File: src/rtl/uart_bridge_pkg.sv
`default_nettype none
// ============================================================================
//  Module      : uart_bridge_pkg
//  Description : Shared types and default sizing for the UART-JTAG bridge
//                byte buffers (byte type, default depth, watermark offsets).
//  Revision    : 1.0 - initial release
// ============================================================================
package uart_bridge_pkg;

    localparam int BYTE_W           = 8;
    localparam int RX_DEPTH_DEFAULT = 256;

    // HI_WATER sits this many entries below DEPTH; LO_WATER is DEPTH divided by this.
    localparam int HI_WATER_OFFSET  = 16;
    localparam int LO_WATER_DIV     = 2;

    typedef logic [BYTE_W-1:0] byte_t;

endpackage : uart_bridge_pkg
`default_nettype wire

File: src/rtl/rx_fifo_if.sv
`default_nettype none
// ============================================================================
//  Module      : rx_fifo_if
//  Description : Write/read/status bundle between the UART receiver, the
//                receive FIFO and the bridge command parser.
//                master = producer/consumer side, slave = FIFO side.
//  Revision    : 1.0 - initial release
// ============================================================================
interface rx_fifo_if
    import uart_bridge_pkg::*;
#(
    parameter int DEPTH = RX_DEPTH_DEFAULT
);
    localparam int ADDR_BITS = $clog2(DEPTH);

    logic               wr_en;
    byte_t              wr_data;
    logic               full;
    logic               rd_en;
    byte_t              rd_data;
    logic               rd_valid;
    logic               empty;
    logic [ADDR_BITS:0] used;
    logic               rts_n;
    logic               overflow;
    logic               ovf_clr;
    logic [7:0]         drop_cnt;

    modport master (
        output wr_en, wr_data, rd_en, ovf_clr,
        input  full, rd_data, rd_valid, empty, used, rts_n, overflow, drop_cnt
    );

    modport slave (
        input  wr_en, wr_data, rd_en, ovf_clr,
        output full, rd_data, rd_valid, empty, used, rts_n, overflow, drop_cnt
    );

endinterface : rx_fifo_if
`default_nettype wire

File: src/rtl/rx_fifo_mem.sv
`default_nettype none
// ============================================================================
//  Module      : rx_fifo_mem
//  Description : Simple dual-port byte array: one write port, one registered
//                read port. The array itself is never reset; only the read
//                output register clears on rst.
//  Revision    : 1.0 - initial release
// ============================================================================
module rx_fifo_mem
    import uart_bridge_pkg::*;
#(
    parameter int DEPTH     = RX_DEPTH_DEFAULT,
    parameter int ADDR_BITS = $clog2(DEPTH)
) (
    input  wire logic                 clk,
    input  wire logic                 rst,
    input  wire logic                 wr_en,
    input  wire logic [ADDR_BITS-1:0] wr_addr,
    input  wire byte_t                wr_data,
    input  wire logic                 rd_en,
    input  wire logic [ADDR_BITS-1:0] rd_addr,
    output byte_t                     rd_data
);

    byte_t r_mem [DEPTH];

    // Write port: store the byte at wr_addr.
    always_ff @(posedge clk) begin
        if (wr_en) begin
            r_mem[wr_addr] <= wr_data;
        end
    end

    // Registered read port; a same-address write in the same cycle returns the old byte.
    always_ff @(posedge clk) begin
        if (rst) begin
            rd_data <= '0;
        end else if (rd_en) begin
            rd_data <= r_mem[rd_addr];
        end
    end

endmodule : rx_fifo_mem
`default_nettype wire

File: src/rtl/rx_fifo.sv
`default_nettype none
// ============================================================================
//  Module      : rx_fifo
//  Description : Receive-direction byte FIFO for the UART-JTAG bridge.
//                Occupancy counter, full/empty, sticky overflow and RTS flow
//                control with HI/LO watermark hysteresis. Read latency 1.
//                Optional feature macro: RX_FIFO_DROP_CNT_EN
//                  (saturating dropped-byte counter on drop_cnt).
//  Revision    : 1.0 - initial release
// ============================================================================
module rx_fifo
    import uart_bridge_pkg::*;
#(
    parameter int DEPTH     = RX_DEPTH_DEFAULT,
    parameter int ADDR_BITS = $clog2(DEPTH),
    parameter int HI_WATER  = DEPTH - HI_WATER_OFFSET,
    parameter int LO_WATER  = DEPTH / LO_WATER_DIV
) (
    input  wire logic clk,
    input  wire logic rst,
    rx_fifo_if.slave  bus
);

    localparam logic [ADDR_BITS:0]   c_depth    = (ADDR_BITS+1)'(DEPTH);
    localparam logic [ADDR_BITS:0]   c_hi_water = (ADDR_BITS+1)'(HI_WATER);
    localparam logic [ADDR_BITS:0]   c_lo_water = (ADDR_BITS+1)'(LO_WATER);
    localparam logic [ADDR_BITS-1:0] c_ptr_one  = ADDR_BITS'(1);
    localparam logic [ADDR_BITS:0]   c_cnt_one  = (ADDR_BITS+1)'(1);

    logic [ADDR_BITS-1:0] r_wr_ptr;
    logic [ADDR_BITS-1:0] r_rd_ptr;
    logic [ADDR_BITS:0]   r_used;
    logic                 r_rd_valid;
    logic                 r_rts_n;
    logic                 r_overflow;

    logic w_full;
    logic w_empty;
    logic w_wr_acc;
    logic w_rd_acc;
    logic w_drop;
    byte_t w_rd_data;

    assign w_full   = (r_used == c_depth);
    assign w_empty  = (r_used == '0);
    // A write into a full FIFO is still taken when a read frees the slot in the same edge.
    assign w_wr_acc = bus.wr_en && (!w_full || bus.rd_en);
    assign w_rd_acc = bus.rd_en && !w_empty;
    assign w_drop   = bus.wr_en && w_full && !bus.rd_en;

    rx_fifo_mem #(
        .DEPTH     (DEPTH),
        .ADDR_BITS (ADDR_BITS)
    ) u_mem (
        .clk     (clk),
        .rst     (rst),
        .wr_en   (w_wr_acc && !rst),
        .wr_addr (r_wr_ptr),
        .wr_data (bus.wr_data),
        .rd_en   (w_rd_acc && !rst),
        .rd_addr (r_rd_ptr),
        .rd_data (w_rd_data)
    );

    // Pointers, occupancy and read-valid strobe.
    always_ff @(posedge clk) begin
        if (rst) begin
            r_wr_ptr   <= '0;
            r_rd_ptr   <= '0;
            r_used     <= '0;
            r_rd_valid <= 1'b0;
        end else begin
            r_rd_valid <= w_rd_acc;
            if (w_wr_acc) begin
                r_wr_ptr <= r_wr_ptr + c_ptr_one;
            end
            if (w_rd_acc) begin
                r_rd_ptr <= r_rd_ptr + c_ptr_one;
            end
            if (w_wr_acc && !w_rd_acc) begin
                r_used <= r_used + c_cnt_one;
            end else if (w_rd_acc && !w_wr_acc) begin
                r_used <= r_used - c_cnt_one;
            end
        end
    end

    // RTS hysteresis from registered occupancy: deassert at HI, reassert at LO, hold between.
    always_ff @(posedge clk) begin
        if (rst) begin
            r_rts_n <= 1'b0;
        end else if (r_used >= c_hi_water) begin
            r_rts_n <= 1'b1;
        end else if (r_used <= c_lo_water) begin
            r_rts_n <= 1'b0;
        end
    end

    // Sticky overflow; a new drop beats a simultaneous clear.
    always_ff @(posedge clk) begin
        if (rst) begin
            r_overflow <= 1'b0;
        end else if (w_drop) begin
            r_overflow <= 1'b1;
        end else if (bus.ovf_clr) begin
            r_overflow <= 1'b0;
        end
    end

`ifdef RX_FIFO_DROP_CNT_EN
    logic [7:0] r_drop_cnt;

    // Saturating drop counter; drop with clear restarts the count at one.
    always_ff @(posedge clk) begin
        if (rst) begin
            r_drop_cnt <= '0;
        end else if (w_drop && bus.ovf_clr) begin
            r_drop_cnt <= 8'd1;
        end else if (w_drop) begin
            if (r_drop_cnt != 8'hFF) begin
                r_drop_cnt <= r_drop_cnt + 8'd1;
            end
        end else if (bus.ovf_clr) begin
            r_drop_cnt <= '0;
        end
    end

    assign bus.drop_cnt = r_drop_cnt;
`else
    assign bus.drop_cnt = '0;
`endif

    assign bus.full     = w_full;
    assign bus.empty    = w_empty;
    assign bus.used     = r_used;
    assign bus.rd_data  = w_rd_data;
    assign bus.rd_valid = r_rd_valid;
    assign bus.rts_n    = r_rts_n;
    assign bus.overflow = r_overflow;

endmodule : rx_fifo
`default_nettype wire

File: src/flat_wrapper.sv
// flat-port wrapper written by rule: the top's interface ports become plain ports
module rx_fifo_flat import uart_bridge_pkg::*;
#(
    parameter int DEPTH     = RX_DEPTH_DEFAULT,
    parameter int ADDR_BITS = $clog2(DEPTH),
    parameter int HI_WATER  = DEPTH - HI_WATER_OFFSET,
    parameter int LO_WATER  = DEPTH / LO_WATER_DIV
)
  (clk, rst, bus_wr_en, bus_wr_data, bus_rd_en, bus_ovf_clr, bus_full, bus_rd_data, bus_rd_valid, bus_empty, bus_used, bus_rts_n, bus_overflow, bus_drop_cnt);
  rx_fifo_if #(.DEPTH(DEPTH)) bus_i ();
  input  wire logic clk;
  input  wire logic rst;
  input wire logic [$bits(bus_i.wr_en)-1:0] bus_wr_en;
  input wire logic [$bits(bus_i.wr_data)-1:0] bus_wr_data;
  input wire logic [$bits(bus_i.rd_en)-1:0] bus_rd_en;
  input wire logic [$bits(bus_i.ovf_clr)-1:0] bus_ovf_clr;
  output wire logic [$bits(bus_i.full)-1:0] bus_full;
  output wire logic [$bits(bus_i.rd_data)-1:0] bus_rd_data;
  output wire logic [$bits(bus_i.rd_valid)-1:0] bus_rd_valid;
  output wire logic [$bits(bus_i.empty)-1:0] bus_empty;
  output wire logic [$bits(bus_i.used)-1:0] bus_used;
  output wire logic [$bits(bus_i.rts_n)-1:0] bus_rts_n;
  output wire logic [$bits(bus_i.overflow)-1:0] bus_overflow;
  output wire logic [$bits(bus_i.drop_cnt)-1:0] bus_drop_cnt;
  assign bus_i.wr_en = bus_wr_en;
  assign bus_i.wr_data = bus_wr_data;
  assign bus_i.rd_en = bus_rd_en;
  assign bus_i.ovf_clr = bus_ovf_clr;
  assign bus_full = bus_i.full;
  assign bus_rd_data = bus_i.rd_data;
  assign bus_rd_valid = bus_i.rd_valid;
  assign bus_empty = bus_i.empty;
  assign bus_used = bus_i.used;
  assign bus_rts_n = bus_i.rts_n;
  assign bus_overflow = bus_i.overflow;
  assign bus_drop_cnt = bus_i.drop_cnt;
  rx_fifo #(.DEPTH(DEPTH), .ADDR_BITS(ADDR_BITS), .HI_WATER(HI_WATER), .LO_WATER(LO_WATER)) u_core (.clk(clk), .rst(rst), .bus(bus_i));
endmodule
File: config.mk
export PLATFORM = sky130hd
export DESIGN_NAME = rx_fifo_flat
export DESIGN_NICKNAME = d
export VERILOG_FILES = /design/src/rtl/uart_bridge_pkg.sv /design/src/rtl/rx_fifo_if.sv /design/src/rtl/rx_fifo_mem.sv /design/src/rtl/rx_fifo.sv /design/src/flat_wrapper.sv
export SDC_FILE = /design/constraint.sdc
export NUM_CORES = 2
export LEC_CHECK = 0
export CAP_MARGIN = 20
export CORE_ASPECT_RATIO = 0.8
export CORE_MARGIN = 10
export CORE_UTILIZATION = 45
export DETAILED_ROUTE_END_ITERATION = 10
export HOLD_SLACK_MARGIN = 0.12
export PLACE_DENSITY_LB_ADDON = 0.12
export SLEW_MARGIN = 20
export SYNTH_ARGS = -nofsm -noshare
export SYNTH_HDL_FRONTEND = slang
export SYNTH_HIERARCHICAL = 1
export SYNTH_SLANG_ARGS = --single-unit
File: constraint.sdc
create_clock -name clk -period 7.4 [get_ports clk]
set_clock_uncertainty 0.15 [all_clocks]
set_input_delay 1.48 -clock clk [delete_from_list [all_inputs] [get_ports clk]]
set_output_delay 1.48 -clock clk [all_outputs]
set_load 0.02 [all_outputs]
==> flow_metrics.py <==
metrics = {
    "synthesis": {
        "synth_async_sr_flop_share_pct": 0,
        "syn_avg_cell_area_um2": 19.9,
        "synth-edff-count": 2048,
        "ys_types": 78,
        "ys_warn_count": 6,
        "synthCells": 4124,
        "ys_seq_area_share_pct": 75.7,
        "synth-main-ff-cell": "edfxtp_1",
        "synth_area_um2": 82100,
        "ys_ff_latch": 2084,
    },
    "clock_tree": {
        "h-tree-depth": 4,
        "clockRootBuffer": "clkbuf_16",
        "worst_setup_hold_path_clk_slew_ns": 0.07,
        "cts_max_path_buffers": 3,
        "ctsHoldBuffers": 0,
        "clkLatencyLatePin_ns": 0.83,
        "cts_tree": "yes",
        "cts_sinks": 2084,
        "post_cts_buffers": 0,
        "cts_resized": 0,
        "numCtsBuffers": 197,
    },
    "global_route": {
        "antenna_found_initial": 14,
        "grt_first_pass_wirelength_um": 337000,
        "gr-total-overflow": 0,
        "grt_max_degree": 155,
        "grt_usage_pct": 23.7,
        "first_global_vias": 41400,
    },
    "power_and_ir_drop": {
        "power.total_mw": 27.8,
        "powerDensity_nw_per_um2": 305,
        "peakVddDrop_uv": 234,
        "leakage_nw": 27.7,
    },
    "sta": {
        "worstMarginPinSlew_ns": 1.18,
        "worst_slack_ns": 2.63,
        "hold_ws_ns": 0.329,
        "setup-tns-final_ns": 0,
        "setup_viol": 0,
        "maxSlewViolCount": 0,
        "rsz0062_at_grt": "no",
        "slew_headroom_pct": 19.3,
        "fmax_mhz": 210,
        "fin_crit_sh_pct": 64.5,
        "fin_crit_ns": 4.77,
        "hold_viol_final": 0,
    },
    "place": {
        "port_buffers": 34,
        "place_ws_ns": 1.84,
        "routabilityCongestion": 0.870,
        "hpwlAfterDp_um": 151000,
        "placed_area_um2": 84900,
        "numPlacedInstances": 6444,
    },
    "worst_hold_path": {
        "min_path_type": "reg -> reg",
    },
    "setup_path": {
        "crit_path_end_kind": "flip-flop",
        "required_ns": 7.69,
        "startpoint_type": "input port",
        "crit_fanout": 19,
        "arrival_ns": 5.06,
        "path_class": "in -> reg",
    },
    "route": {
        "vias": 42800,
        "wire_per_inst_um": 35.7,
        "drc": 0,
        "viasPerCell": 6.29,
        "drtPass1Iterations": 6,
        "finalWirelength_um": 242000,
        "drt-initial-drc-count": 5255,
        "ant_nets": 0,
    },
    "finish": {
        "layout_commonest_cell": "edfxtp_1",
        "area_growth_pct": 11.0,
        "finish.instance_area_um2": 91200,
        "layout_common_cells": "edfxtp_1, mux4_2, nor2_1, mux2i_1, clkbuf_16",
        "final_nets": 4253,
        "drive_above_1_share_pct": 18.2,
        "final_cell_count_no_fill": 6799,
        "fin_util_pct": 50.2,
    },
    "floorplan": {
        "row_count": 140,
        "initial_core_util_pct": 45.2,
        "top_level_ports": 43,
        "die-area_um2": 200000,
        "die_h_um": 402,
        "fp.dieW_um": 498,
        "design.core.area_um2": 182000,
    },
    "outcome": {
        "status": "complete, no violations",
    },
    "job": {
        "cap_violations": 0,
    },
}
## area by class of cell
| type | instances | area [µm²] |
|---|---|---|
| Timing Repair Buffer | 154 | 1500 |
| Inverter | 13 | 51.3 |
| Clock buffer | 247 | 5250 |
| Sequential cell | 2084 | 62200 |
| Multi-Input combinational cell | 1779 | 18100 |
| Clock inverter | 104 | 1020 |
| Antenna cell | 4 | 10.0 |
| Fill cell | 14600 | 90600 |
| Tap cell | 2414 | 3020 |
## report_power, final
part	switching, mW	total [mW]	internal, mW
combinational	2.61	4.63	2.02
sequential	0.159	13.2	13.0
clock	4.35	10.0	5.67
## state kept, by name, summed over array words and instances, names as in the netlist
name                  cells
u_core/bus.overflow       1
u_core/bus.rd_valid       1
u_core/bus.rts_n          1
u_core/bus.used           9
u_core/r_rd_ptr           8
u_core/r_wr_ptr           8
u_core/u_mem/r_mem     2048
u_core/u_mem/rd_data      8
## layer usage
metal / track usage [%] / up-vias / wire (µm)
li1: - / 17300 / -
met4: 5.53 / 0 / 5510
met3: 5.73 / 309 / 24000
met1: 36.0 / 23000 / 106000
met2: 34.6 / 2221 / 107000
met5: 0 / - / 0
## cell usage after synthesis, types with 12 or more instances
cell type	instances	area, µm²
buf_12	23	460
a31oi_1	17	106
nand4_1	30	188
nand2_1	127	477
a22oi_1	48	360
buf_8	19	285
nor4_1	12	75.1
inv_1	12	45.0
buf_2	44	220
a2111oi_0	23	201
a21oi_1	52	260
xor2_1	12	105
dfxtp_1	36	721
o221ai_1	47	412
clkbuf_1	115	432
mux2i_1	283	2830
nor3_1	35	175
mux4_1	39	1020
nor2_1	321	1200
o21ai_0	33	165
buf_6	28	315
mux4_2	353	7950
buf_4	15	113
nand3_1	55	275
edfxtp_1	2048	61500
nor2b_1	16	100
a211oi_1	31	233
o22ai_1	97	607
## final timing paths
kind / from / endpoint / slack [ns] / cells past startpoint
max: bus_rd_en / u_core/u_mem/r_mem[123][2] / 2.63 / 9
min: u_core/bus.overflow / u_core/bus.overflow / 0.33 / 2
max reg2reg: u_core/r_rd_ptr[1] / u_core/u_mem/rd_data[3] / 2.77 / 9
min reg2reg: u_core/bus.overflow / u_core/bus.overflow / 0.33 / 2
## kinds of logic after synthesis
group	synth area share, %
XOR/XNOR	0.192
flip-flops	75.7
other	0.00456
multiplexers	14.4
AND/OR/NAND/NOR	3.49
buffers and inverters	2.33
AO/OA/AOI/OAI	3.65
adder cells (fa/ha/maj)	0.177
## critical path, stage by stage
cell,delay (ns)
clkdlybuf4s50_1,0.49
nor3b_1,0.07
a31oi_2,0.53
and2_1,0.21
buf_4,0.25
nand4_1,0.70
buf_4,0.45
buf_4,0.26
nor2_1,0.58
(Power assumes the default switching activity.)
